`config.mk`:
```
export PLATFORM = sky130hd
export DESIGN_NAME = vx_muldiv_arb
export DESIGN_NICKNAME = d
export VERILOG_FILES = /design/src/rtl/vx_muldiv_arb.sv
export SDC_FILE = /design/constraint.sdc
export NUM_CORES = 1
export LEC_CHECK = 0
export ABC_AREA = 1
export ABC_CLOCK_PERIOD_IN_PS = 4100
export BUFFER_PORTS_ARGS = -buffer_cell sky130_fd_sc_hd__clkbuf_2
export CAP_MARGIN = 10
export CORE_AREA = 2 2 260 262
export DETAILED_ROUTE_END_ITERATION = 6
export DIE_AREA = 0 0 262 264
export MAX_ROUTING_LAYER = met4
export PLACE_DENSITY_LB_ADDON = 0.08
export SLEW_MARGIN = 40
export SYNTH_ARGS = -nofsm -noshare
export SYNTH_HDL_FRONTEND = slang
export SYNTH_SLANG_ARGS = --single-unit
```
`constraint.sdc`:
```
create_clock -name clk -period 4.1 [get_ports clk]
set_input_delay 0.615 -clock clk [delete_from_list [all_inputs] [get_ports clk]]
set_output_delay 0.615 -clock clk [all_outputs]
set_load 0.1 [all_outputs]
```
`src/rtl/vx_muldiv_arb.sv`:
```
// vx_muldiv_arb: round-robin arbiter that shares one mul/div unit among NUM_REQS
// issue requesters. The winner is held in a one-entry output buffer. A credit
// counter caps outstanding divides so a serial divide backlog cannot starve
// multiplies.
module vx_muldiv_arb #(
    parameter int unsigned NUM_REQS        = 4,
    parameter int unsigned DATAW           = 128,
    parameter int unsigned MAX_DIV_PENDING = 2,
    parameter int unsigned SELW            = (NUM_REQS > 1) ? $clog2(NUM_REQS) : 1,
    parameter int unsigned CNTW            = $clog2(MAX_DIV_PENDING + 1)
) (
    input  logic                      clk,
    input  logic                      reset,
    input  logic [NUM_REQS-1:0]       req_valid,
    input  logic [NUM_REQS-1:0]       req_is_div,
    input  logic [NUM_REQS*DATAW-1:0] req_data,
    output logic [NUM_REQS-1:0]       req_ready,
    output logic                      out_valid,
    output logic                      out_is_div,
    output logic [SELW-1:0]           out_sel,
    output logic [DATAW-1:0]          out_data,
    input  logic                      out_ready,
    input  logic                      div_done,
    output logic [CNTW-1:0]           div_pending
);

    localparam logic [CNTW-1:0] DIV_MAX  = CNTW'(MAX_DIV_PENDING);
    localparam logic [SELW-1:0] SEL_LAST = SELW'(NUM_REQS - 1);

    // Round-robin pointer: first index searched on the next grant.
    logic [SELW-1:0]       rr_ptr;
    logic [SELW-1:0]       rr_ptr_n;

    // Eligibility and grant.
    logic                  div_room;
    logic [NUM_REQS-1:0]   elig;
    logic                  hi_valid;
    logic [SELW-1:0]       hi_idx;
    logic [SELW-1:0]       lo_idx;
    logic                  grant_valid;
    logic [SELW-1:0]       grant_idx;
    logic                  grant_is_div;
    logic [DATAW-1:0]      grant_data;

    // Handshake qualifiers.
    logic                  load;
    logic                  accept;
    logic                  accept_div;
    logic                  done_eff;

    // Next-state values for the output buffer and divide counter.
    logic                  out_valid_n;
    logic                  out_is_div_n;
    logic [SELW-1:0]       out_sel_n;
    logic [DATAW-1:0]      out_data_n;
    logic [CNTW-1:0]       div_pending_n;

    // Divides are only eligible while a credit is free; no same-cycle bypass from div_done.
    assign div_room = (div_pending < DIV_MAX);
    assign elig     = req_valid & (~req_is_div | {NUM_REQS{div_room}});

    // The buffer can take a new request when empty or draining this cycle.
    assign load       = !out_valid || out_ready;
    assign accept     = !reset && load && grant_valid;
    assign accept_div = accept && grant_is_div;

    // A done pulse with nothing pending is dropped so the counter saturates at zero.
    assign done_eff   = div_done && (div_pending != '0);

    // Grant search: lowest eligible index at or above rr_ptr, else lowest eligible overall (wrap).
    always_comb begin
        grant_valid = 1'b0;
        hi_valid    = 1'b0;
        hi_idx      = '0;
        lo_idx      = '0;
        for (int i = NUM_REQS - 1; i >= 0; i--) begin
            if (elig[i]) begin
                grant_valid = 1'b1;
                lo_idx      = SELW'(i);
                if (SELW'(i) >= rr_ptr) begin
                    hi_valid = 1'b1;
                    hi_idx   = SELW'(i);
                end
            end
        end
        grant_idx = hi_valid ? hi_idx : lo_idx;
    end

    // Payload and divide flag of the granted requester.
    always_comb begin
        grant_is_div = 1'b0;
        grant_data   = '0;
        for (int unsigned i = 0; i < NUM_REQS; i++) begin
            if (grant_idx == SELW'(i)) begin
                grant_is_div = req_is_div[i];
                grant_data   = req_data[i*DATAW +: DATAW];
            end
        end
    end

    // One-hot accept strobe toward the requesters.
    always_comb begin
        req_ready = '0;
        for (int unsigned i = 0; i < NUM_REQS; i++) begin
            req_ready[i] = accept && (grant_idx == SELW'(i));
        end
    end

    // Next-state for buffer, pointer and divide credit counter.
    always_comb begin
        out_valid_n   = out_valid;
        out_is_div_n  = out_is_div;
        out_sel_n     = out_sel;
        out_data_n    = out_data;
        rr_ptr_n      = rr_ptr;
        div_pending_n = div_pending;

        if (accept) begin
            out_valid_n  = 1'b1;
            out_is_div_n = grant_is_div;
            out_sel_n    = grant_idx;
            out_data_n   = grant_data;
            rr_ptr_n     = (grant_idx == SEL_LAST) ? '0 : grant_idx + SELW'(1);
        end else if (out_valid && out_ready) begin
            out_valid_n  = 1'b0;
        end

        if (accept_div && !done_eff) begin
            div_pending_n = div_pending + CNTW'(1);
        end else if (!accept_div && done_eff) begin
            div_pending_n = div_pending - CNTW'(1);
        end
    end

    // State registers with synchronous reset; reset drops any buffered request.
    always_ff @(posedge clk) begin
        if (reset) begin
            out_valid   <= 1'b0;
            out_is_div  <= 1'b0;
            out_sel     <= '0;
            out_data    <= '0;
            rr_ptr      <= '0;
            div_pending <= '0;
        end else begin
            out_valid   <= out_valid_n;
            out_is_div  <= out_is_div_n;
            out_sel     <= out_sel_n;
            out_data    <= out_data_n;
            rr_ptr      <= rr_ptr_n;
            div_pending <= div_pending_n;
        end
    end

    // Flag a divide completion that has no matching outstanding divide.
    always_ff @(posedge clk) begin
        if (!reset && div_done) begin
            assert (div_pending != '0)
                else $error("vx_muldiv_arb: div_done received with no divide pending");
        end
    end

endmodule

```
# Word level (Yosys, flattened, before mapping)
# Cells that the tools add are included.
totals:
  reg_bits: 136
  in_bits: 524
  output_inout_bits: 138
op_classes:
  addsub: 3
  n_lt_le_gt_ge: 5
  eq_ne: 3
  muxes: 38
  bitwise_logic: 3
  reduce_logical: 20
ops:
  columns: ["cell", "count"]
  rows:
  - ["$mux 128", 4]
  - ["$mux 2", 16]
  - ["$mux 1", 18]
  - ["$logic_and 1x1->1", 11]
  - ["$reduce_bool 2->1", 3]
  - ["$add 2x1->2 const B", 2]
  - ["$and 4x4->4", 1]
  - ["$eq 2x2->1 const B", 2]
  - ["$ge 1x2->1 const A", 2]
  - ["$ge 2x2->1 const A", 2]
  - ["$logic_not 1->1", 4]
  - ["$not 4->4", 1]
  - ["$or 4x4->4", 1]
  - ["$eq 2x1->1 const B", 1]
  - ["$logic_not 2->1", 1]
  - ["$lt 2x2->1 const B", 1]
  - ["$sub 2x1->2 const B", 1]
  - ["$logic_or 1x1->1", 1]

# Logic depth before layout (Yosys ltp)
logic_depth:
  depth_word: 21
  depth_mapped: 22
  depth_no_buf: 22

# Worst setup path before layout
# Ideal clock, no wire load.
synth_timing:
  kind: "flip-flop to output port"
  from: "register div_pending[1]"
  to: "output port req_ready[0]"
  arrival_ps: 3736
  required_ps: 3485
  path_slack_ps: -251
  path_stages_with_launch: 13
  n_path_buf: 2
  path_cell_list: "dfxtp_1 > nand2_1 > nand3_1 > nand2_1 > inv_1 > o21ai_0 > and3_1 > inv_1 > ha_1 > buf_2 > buf_1 > inv_1 > nor2_1"
synth_between:
  elab_chain_cells: 13
synth_lines:
  columns: ["item", "line", "source"]
  rows:
  - ["from (decl)", "24", "output logic [CNTW-1:0] div_pending"]
  - ["from (signal assigned)", "150", "div_pending <= div_pending_n;"]
  - ["$lt 2x2->1 (*)", "59", "assign div_room = (div_pending < DIV_MAX);"]
  - ["$or 4x4->4 (*)", "60", "assign elig = req_valid & (~req_is_div | {NUM_REQS{div_room}});"]
  - ["$and 4x4->4 (*)", "60", null]
  - ["$mux 2 / $mux 1 (equally long branches)", "77", "if (elig[i]) begin"]
  - ["$mux 2 / $mux 1 (equally long branches)", "80", "if (SELW'(i) >= rr_ptr) begin"]
  - ["$mux 2 / $mux 1 (equally long branches)", "77", null]
  - ["$mux 2 / $mux 1 (equally long branches)", "80", null]
  - ["$mux 2 / $mux 1 (equally long branches)", "77", null]
  - ["$mux 2 / $mux 1 (equally long branches)", "80", null]
  - ["$mux 2 / $mux 1 (equally long branches)", "77", null]
  - ["$mux 2 (*)", "86", "grant_idx = hi_valid ? hi_idx : lo_idx;"]
  - ["net grant_idx[1]", "41", "logic [SELW-1:0] grant_idx;"]
  - ["$logic_not 2->1 (*)", "105", "req_ready[i] = accept && (grant_idx == SELW'(i));"]
  - ["$logic_and 1x1->1 (*)", "105", null]
  - ["to (decl)", "17", "output logic [NUM_REQS-1:0] req_ready,"]
# Mark *: on every way through the listed nets, which the timed path passes. The rest lies on a longest branch.

# Worst setup path after layout
layout_timing:
  from: "register div_pending[1]"
  to: "output port req_ready[1]"
layout_between:
  elab_chain_cells: 13
layout_lines:
  columns: ["item", "line"]
  rows:
  - ["$lt 2x2->1 (*)", "59"]
  - ["$or 4x4->4 (*)", "60"]
  - ["$and 4x4->4 (*)", "60"]
  - ["$mux 2 / $mux 1 (equally long branches)", "77"]
  - ["$mux 2 / $mux 1 (equally long branches)", "80"]
  - ["$mux 2 / $mux 1 (equally long branches)", "77"]
  - ["$mux 2 / $mux 1 (equally long branches)", "80"]
  - ["$mux 2 / $mux 1 (equally long branches)", "77"]
  - ["$mux 2 / $mux 1 (equally long branches)", "80"]
  - ["$mux 2 / $mux 1 (equally long branches)", "77"]
  - ["$mux 2 (*)", "86"]
  - ["net grant_idx[0]", "41"]
  - ["$eq 2x1->1 (*)", "105"]
  - ["$logic_and 1x1->1 (*)", "105"]
# Marks and branches as above.

==> qor.csv <==
stage,metric,value,unit
run_status,status,"complete, no violations",
route,wl_per_cell,18.7,um
route,routed-via-count,11854,
power_and_ir_drop,peakVddDrop,0.307,mV
cts,cts_tree,built,
critical_path,cp.arrival,3.11,ns
final_layout,num-fill-cells,7644,
sta,finalCritPeriodShare,90.8,%
synthesis,ys_ff_latch,136,
floorplanning,die_area,69200,sq um
global_route,gr-usage-met3,3.82,%
critical_path,cp_slowest_cell,dfxtp_1,
sta,slew_violations,0,
power_and_ir_drop,internal_power,4.49,mW
synthesis,synth_ff_type,dfxtp_1,
synthesis,ys_seq_area_share,28.2,%
critical_path,crit_path_frequent_cell,nand2_1,
cts,post_cts_resized,0,
critical_path,startpoint,div_pending[1],
sta,setup_viol,0,
cts,path_clk_slew,0.07,ns
global_route,busiest_layer,met2,
sta,max_freq,0.269,GHz
route,vias_per_cell,4.18,
final_layout,finalNetCount,2471,
floorplanning,io_pins,662,
critical_path,end_kind,output port,
synthesis,synth_top_area_cell,dfxtp_1,
placed_design,io_buffers,661,
power_and_ir_drop,pwr-share-comb,67.6,%
cts,cts_root_buf,clkbuf_16,
sta,slew_headroom,52.1,%
final_layout,final_layout_size_suffix_gt1_share,48.0,%
final_layout,fin_area,14400,sq um
power_and_ir_drop,power_density,842,nW/um^2
floorplanning,coreArea,66600,sq um
route,drt-total-wl,53000,um
critical_path,endpoint,req_ready[1],
placed_design,place_congestion,0.856,
power_and_ir_drop,power.leakage,6.89,nW
global_route,grt_usage,15.3,%
synthesis,synth-edff-count,0,
route,dr.pass1.iters,4,
sta,finalClockSkew,0.0158,ns
synthesis,synth_area_leaders,"dfxtp_1 28%, o21ai_0 13%, nand3_2 11%, nand2_1 11%, o21ai_2 9.1%",
critical_path,cp_num_cells,12,
global_route,grt_pass1_vias,11793,
final_layout,area.growth.synth_to_final,48.8,%
min_path,hold_path.class,in2reg,
floorplanning,fp.dieH,264,um
synthesis,avgSynthCellArea,6.98,sq um
route,remaining_drc_errors,0,
critical_path,r2r_cells,18,
sta,fin_crit,3.72,ns
critical_path,reg2reg_slack,0.78,ns
final_layout,final_util,21.6,%
sta,tightest_slew,0.719,ns
power_and_ir_drop,p_sw,7.62,mW
synthesis,synthArstFlopShare,0,%
floorplanning,start_util,14.5,%
synthesis,synth_nets,1913,
placed_design,placed_cells,2796,
power_and_ir_drop,pwr-share-clk,14.3,%
power_and_ir_drop,swShare,62.9,%
synthesis,synthCells,1384,
critical_path,cp_top_family,buffers and inverters,
synthesis,synth_top_area_share,28.2,%
global_route,met2_usage,26.8,%
critical_path,cp_cell_sequence,"nand2_1, nand3_1, nand2_1, a21oi_1, o211ai_1, nand2_1, inv_1, ha_4, inv_4, buf_12, nor2_2, buf_12",
final_layout,instances_no_fill,2838,
placed_design,dp_worst_setup_slack,0.513,ns
critical_path,max_stage_delay,0.47,ns
floorplanning,placement_rows,95,
critical_path,worstReg2RegStart,div_pending[1],
critical_path,critPathKind,reg2out,
cts,clockBufferDepth,2,
critical_path,start_kind,flop,
global_route,overflow,0,
global_route,grtUsageMet1,17.0,%
sta,final_hold_viol_count,0,
cts,clk_latency,0.48,ns
critical_path,rr_endpoint,div_pending[1],
sta,fin_setup_tns,0,ns
power_and_ir_drop,p_seq_share,18.1,%
critical_path,cp_max_fo,129,
floorplanning,die_w,262,um
global_route,grt_max_degree,130,
global_route,antenna_found_initial,10,
synthesis,synth_most_common_cell,nand2_1,
placed_design,dpl_cell_area,13700,sq um
sta,rsz0062_at_grt,no,
critical_path,crit_buf_inv,4,
cts,cts_buffers,17,
cts,cts.htree.levels,4,
cts,clock-sinks,136,
route,antenna_left,0,
synthesis,yosys_warnings,0,
job,drv_cap,0,
global_route,grt_pass1_wl,76300,um
synthesis,synth_cell_type_count,25,
cts,postCtsHoldBufs,0,
placed_design,place_hpwl,40700,um
critical_path,worst_ep_required_time,3.48,ns
synthesis,synth_common_cells,"277 x nand2_1, 253 x o21ai_0, 152 x nand3_1, 137 x a21oi_1, 136 x dfxtp_1",
route,drt_iter0_drc,455,
synthesis,synth_area,9660,sq um
cts,cts_setup_buffers,0,
sta,setup_ws,0.378,ns
-- stage by stage --
stage / total power [mW] / hold slack [ns]
after floorplan: 8.58 / 0.472
after global placement: 10.5 / 0.460
after detailed placement: 10.5 / 0.463
after CTS: 12.4 / 0.348
after global routing: 12.9 / 0.381
final: 12.1 / 0.401
-- worst reg2reg max path, stage by stage (launching register included) --
cell and delay, ns:
dfxtp_1 0.47, nand2_1 0.14, nand3_1 0.12, nand2_1 0.08, a21oi_1 0.13, o211ai_1 0.13
nand2_1 0.22, ha_4 0.40, inv_4 0.20, o21ai_0 0.20, nand2_1 0.07, o21ai_0 0.11
or2_1 0.16, inv_1 0.04, ha_1 0.29, a21oi_1 0.11, o21ai_0 0.11, o21ai_0 0.16
a21oi_1 0.05
-- logic make-up after synthesis --
logic type | count (synthesis) | share of synthesized area (%)
AO/OA/AOI/OAI | 532 | 31.5
buffers and inverters | 159 | 8.92
AND/OR/NAND/NOR | 552 | 30.8
adder cells (fa/ha/maj) | 5 | 0.647
flip-flops | 136 | 28.2
-- area by class of cell --
class	instances	area, sq um	area share [%]
clock inverters	13	179	1.24
inverters	18	97.6	0.679
clock buffers	19	453	3.15
diodes	10	25.0	0.174
flip-flops and latches	136	2720	18.9
repair buffers	680	3680	25.6
multi-input cells	1089	6130	42.6
well taps	873	1090	7.60
-- power by group through the flow --
stage / registers [mW] / clock network [mW] / logic (mW)
finish: 2.19 / 1.73 / 8.18
global route: 2.27 / 1.88 / 8.77
CTS: 2.20 / 1.83 / 8.33
detailed placement: 2.23 / 0 / 8.31
global placement: 2.21 / 0 / 8.31
floorplan: 5.93 / 0 / 2.65
-- layout by cell type, fill, tap and decap left out, types with 3 or more instances in the layout --
cell type / instances
a21oi_1: 137
buf_12: 14
buf_4: 6
bufinv_16: 3
clkbuf_16: 17
clkbuf_2: 657
dfxtp_1: 136
diode_2: 10
ha_4: 3
inv_1: 13
inv_6: 7
nand2_1: 277
nand2_2: 3
nand3_1: 152
nand3_2: 110
nor2_2: 5
o21ai_0: 253
o21ai_1: 40
o21ai_2: 100
-- worst min path at each step --
stage             startpoint       endpoint  slack, ns  depth (start not counted)
4_1_cts        req_data[480]   out_data[96]       0.35                          3
3_5_place_dp    out_data[92]   out_data[92]       0.46                          2
6_report       req_data[482]   out_data[98]       0.40                          3
3_3_place_gp   out_data[116]  out_data[116]       0.46                          2
5_1_grt        req_data[484]  out_data[100]       0.38                          3
2_1_floorplan      rr_ptr[1]      rr_ptr[1]       0.47                          2
-- per-layer routing --
metal | part of all wire (%) | vias to the layer above
met5 | 0 | -
met4 | 1.6 | 0
met3 | 6.4 | 38
met2 | 52 | 369
met1 | 40 | 5445
li1 | - | 6002
-- sequential cells by signal (all words and copies together), names as in the netlist --
register	cells
div_pending	2
out_data	128
out_is_div	1
out_sel	2
out_valid	1
rr_ptr	2
Power figures use the tool's default switching activity.
